File: src/rtl/latch_write_sequencer.sv
// latch_write_sequencer: drives a W-bit latch bank's D/enable with a setup, pulse, hold sequence
// Ports:
//   Clk       rising-edge clock
//   reset     synchronous active-high reset
//   data_in   word to write, captured on handshake
//   valid_in  producer has a word
//   ready_out high only in IDLE
//   D         registered data to the latch bank
//   enable    registered latch enable, high only in PULSE
//   busy      high in any state other than IDLE
//   done      one-cycle pulse in the first IDLE cycle after a write
module latch_write_sequencer #(
  parameter int W         = 8,
  parameter int SETUP_CYC = 1,
  parameter int PULSE_CYC = 2,
  parameter int HOLD_CYC  = 1
) (
  input  logic         Clk,
  input  logic         reset,
  input  logic [W-1:0] data_in,
  input  logic         valid_in,
  output logic         ready_out,
  output logic [W-1:0] D,
  output logic         enable,
  output logic         busy,
  output logic         done
);
  typedef enum logic [1:0] {IDLE, SETUP, PULSE, HOLD} state_t;
  // Counter reload values: a state lasting N cycles starts at N-1 and exits at 0.
  localparam logic [3:0] SETUP_LD = 4'(SETUP_CYC > 0 ? SETUP_CYC - 1 : 0);
  localparam logic [3:0] PULSE_LD = 4'(PULSE_CYC > 0 ? PULSE_CYC - 1 : 0);
  localparam logic [3:0] HOLD_LD  = 4'(HOLD_CYC > 0 ? HOLD_CYC - 1 : 0);
  state_t state, state_nx;
  logic [3:0] cnt, cnt_nx;
  logic [W-1:0] d_nx;
  logic en_nx, busy_nx, done_nx, last;
  assign last = cnt == '0;
  assign ready_out = state == IDLE;
  always_ff @(posedge Clk) begin
    if (reset) begin
      state  <= IDLE;
      cnt    <= '0;
      D      <= '0;
      enable <= 1'b0;
      busy   <= 1'b0;
      done   <= 1'b0;
    end else begin
      state  <= state_nx;
      cnt    <= cnt_nx;
      D      <= d_nx;
      enable <= en_nx;
      busy   <= busy_nx;
      done   <= done_nx;
    end
  end
  always_comb begin
    state_nx = state;
    case (state)
      IDLE:    state_nx = valid_in ? (SETUP_CYC > 0 ? SETUP : PULSE) : IDLE;
      SETUP:   state_nx = last ? PULSE : SETUP;
      PULSE:   state_nx = last ? (HOLD_CYC > 0 ? HOLD : IDLE) : PULSE;
      HOLD:    state_nx = last ? IDLE : HOLD;
      default: state_nx = IDLE;
    endcase
    // Staying in a timed state always means cnt > 0, so the decrement never wraps.
    cnt_nx = state_nx == state ? (state == IDLE ? '0 : cnt - 4'd1)
           : state_nx == SETUP ? SETUP_LD
           : state_nx == PULSE ? PULSE_LD
           : state_nx == HOLD  ? HOLD_LD : '0;
  end
  // Registered outputs are decoded from the next state so they line up with it.
  always_comb begin
    d_nx    = (state == IDLE && valid_in) ? data_in : D;
    en_nx   = state_nx == PULSE;
    busy_nx = state_nx != IDLE;
    done_nx = state != IDLE && state_nx == IDLE;
  end
endmodule

File: config.mk
export PLATFORM = sky130hd
export DESIGN_NAME = latch_write_sequencer
export DESIGN_NICKNAME = d
export VERILOG_FILES = /design/src/rtl/latch_write_sequencer.sv
export SDC_FILE = /design/constraint.sdc
export NUM_CORES = 1
export LEC_CHECK = 0
export CORE_MARGIN = 10
export CORE_UTILIZATION = 45
export DETAILED_ROUTE_END_ITERATION = 8
export PLACE_DENSITY = 0.8
export SLEW_MARGIN = 20
export SYNTH_ARGS = -nofsm -noshare
export SYNTH_HDL_FRONTEND = slang
export SYNTH_SLANG_ARGS = --single-unit
File: constraint.sdc
create_clock -name Clk -period 1.9 [get_ports Clk]
set_input_delay 0.38 -clock Clk [delete_from_list [all_inputs] [get_ports Clk]]
set_output_delay 0.38 -clock Clk [all_outputs]
set_load 0.02 [all_outputs]
==> impl_metrics.toml <==
[routing]
dr.pass1.iters = 4
drt-initial-drc-count = 5
drt-wirelength-per-cell_um = 13.4
vias = 533
drc_errors = 0
avgViaCountPerCell = 5.08
drtAntennaViolNets = 0
wirelength_mm = 1.40

[flow_run]
drv_cap = 0

[critical_path]
slowest_delay_ns = 0.61
reg2reg_to = "enable$_SDFF_PP0_"
cp_slowest_cell = "clkdlybuf4s50_1"
startpoint_type = "register"
path_cells = "clkdlybuf4s50_1"
path_max_fanout = 2
r2r-start = "cnt[0]$_SDFF_PP0_"
worstPathArrival_ns = 1.23
critical-path-top-delay-family = "buffers and inverters"
path_buf_inv = 1
endpoint_kind = "output port"
rrSetupSlack_ns = 0.51
r2r_cells = 5
cp_data_required_time_ns = 1.52
crit_type = "reg -> out"

[floorplanning]
start_util_pct = 49.3
die_h_um = 58.2
ioPinCount = 23
die-area_mm2 = 0.00339
core-area_mm2 = 0.00133
rows = 13
die_x_um = 58.2

[cts]
cts_tree = "built"
cts_buffers = 3
path_clk_slew_ns = 0.09
clock_sinks = 17
htreeDepth = 1
post_cts.repair.setup_buffers = 0
root_buffer = "clkbuf_4"
cts_buffer_depth = 2
clkLatencyLatePin_ns = 0.28

[global_routing]
grt_max_degree = 11
overflow = 0
grt_pass1_vias = 524
antenna_found_initial = 0
grt_pass1_wl_mm = 2.34
grt_use_total_pct = 8.57

[placement]
gp_congestion = 0.785
port_buffers = 22
dp_hpwl_mm = 1.09

[finish]
drive_above_1_share_pct = 10.0
final_util_pct = 69.7
fin_nets = 103
num_antenna_cells = 0
area_delta_synth_final_pct = 41.3

[timing]
rsz0062_at_grt = "no"
finalCritPeriodShare_pct = 84.7
setup_viol = 0
skew_ns = 0.00362
hold_viol = 0
tightest_slew_ns = 0.349
slew_headroom_pct = 76.7
clock.fmax_ghz = 0.622
finalSetupTns_ns = 0
min_period_ns = 1.61
drv_slew = 0

[worst_hold_path]
hp-start = "D[3]$_SDFFE_PP0P_"
hp-class = "reg -> reg"
holdPathEnd = "D[3]$_SDFFE_PP0P_"
whs_path_depth = 2

[logic_synthesis]
synth_cell_types = 21
yosys_register_bits = 17
synthesis.nets = 76
yosysWarnings = 0
synth_cells = 64
syn_area_per_cell_um2 = 10.3
seq_area_frac_synth_pct = 51.7
syn_area_um2 = 658

[outcome]
run_status = "complete, no violations"

[power]
power_density_mw_per_mm2 = 1150
ir_worst_vdd_mv = 0.591
p_leak_uw = 0.000361
## cells in the final DEF (no fill, tap or decap)
master / synthesis / layout
nor3_1: 4 / 4
nand3b_1: 1 / 1
clkbuf_4: 0 / 3
and3b_2: 1 / 1
clkbuf_1: 1 / 1
buf_4: 1 / 2
and4bb_2: 2 / 2
inv_1: 2 / 2
ha_1: 1 / 1
dfxtp_1: 17 / 17
xnor2_1: 1 / 1
mux2i_1: 8 / 8
dlymetal6s2s_1: 0 / 1
a21oi_1: 2 / 2
nor3b_1: 2 / 2
or3b_1: 1 / 1
and2b_1: 1 / 1
nor2_1: 11 / 11
nor2_2: 1 / 1
a211oi_1: 2 / 2
clkdlybuf4s50_1: 0 / 21
nand2b_1: 3 / 3
nor4_1: 1 / 1
or3_1: 1 / 1
## area by class of cell
cell class | count | area [µm²]
flip-flops and latches | 17 | 340
inverters | 2 | 7.51
well taps | 15 | 18.8
clock buffers | 4 | 26.3
fillers | 110 | 404
multi-input cells | 43 | 299
repair buffers | 24 | 238
## what timing repair did
item | CTS | global route
gates resized for setup | 0 | 1
setup endpoints to repair | 0 | 1
hold buffers | 0 | 0
## Yosys cell counts
cell type | count | area, µm²
a211oi_1 | 2 | 15.0
a21oi_1 | 2 | 10.0
and2b_1 | 1 | 7.51
and3b_2 | 1 | 10.0
and4bb_2 | 2 | 25.0
buf_4 | 1 | 7.51
clkbuf_1 | 1 | 3.75
dfxtp_1 | 17 | 340
ha_1 | 1 | 12.5
inv_1 | 2 | 7.51
mux2i_1 | 8 | 80.1
nand2b_1 | 3 | 18.8
nand3b_1 | 1 | 7.51
nor2_1 | 11 | 41.3
nor2_2 | 1 | 6.26
nor3_1 | 4 | 20.0
nor3b_1 | 2 | 15.0
nor4_1 | 1 | 6.26
or3_1 | 1 | 6.26
or3b_1 | 1 | 8.76
xnor2_1 | 1 | 8.76
## where the power goes
part	leakage, µW	internal [µW]	switching (µW)	total [µW]
Clock	0.0000150	81.4	104	186
Sequential	0.000139	418	49.6	468
Combinational	0.000206	214	197	411
## per-stage QoR
step	hold WS, ns	power, µW	cell area (µm²)	setup slack [ns]	cells
after floorplan	0.453	735	658	0.652	64
after global placement	0.473	885	901	0.262	101
after detailed placement	0.483	893	901	0.243	101
after CTS	0.507	1080	927	0.0128	105
after global routing	0.538	1130	930	0.232	105
final	0.502	1060	930	0.292	105
## worst reg2reg max path: cells and delay by family, from the launching register on
kind,cells,cell delay [ns]
DFF,1,0.35
AOI/OAI and AO/OA,1,0.14
buffers and inverters,1,0.07
and+or+nand+nor,2,0.53
adders and majority gates,1,0.24
## logic make-up (layout without fill, tap and decap cells)
family / Yosys count / in the layout / share of synthesized area, %
multiplexers: 8 / 8 / 12.2
AO/OA/AOI/OAI: 4 / 4 / 3.80
AND/OR/NAND/NOR: 29 / 29 / 26.2
XOR/XNOR: 1 / 1 / 1.33
buffers and inverters: 4 / 30 / 2.85
flip-flops: 17 / 17 / 51.7
adder cells (fa/ha/maj): 1 / 1 / 1.90
## worst max-delay path by stage
stage / from / end / depth (start not counted)
global placement: valid_in / D[4]$_SDFFE_PP0P_ / 5
CTS: state[0]$_SDFF_PP0_ / ready_out / 2
floorplan: cnt[0]$_SDFF_PP0_ / enable$_SDFF_PP0_ / 5
global route: D[4]$_SDFFE_PP0P_ / D[4] / 1
finish: D[0]$_SDFFE_PP0P_ / D[0] / 1
detailed placement: valid_in / D[0]$_SDFFE_PP0P_ / 5
## state kept, by name, indices dropped and copies added (netlist names)
signal  count
state       2
cnt         4
D           8
enable      1
done        1
busy        1
## layer usage
| layer | global-route usage [%] | up-vias | wire, µm |
|---|---|---|---|
| met1 | 9.80 | 243 | 616 |
| met4 | 7.05 | 0 | 27 |
| met5 | 0 | - | 0 |
| li1 | - | 275 | - |
| met2 | 12.7 | 13 | 687 |
| met3 | 2.61 | 2 | 71 |
No activity file was read; power rests on OpenSTA's default activity.
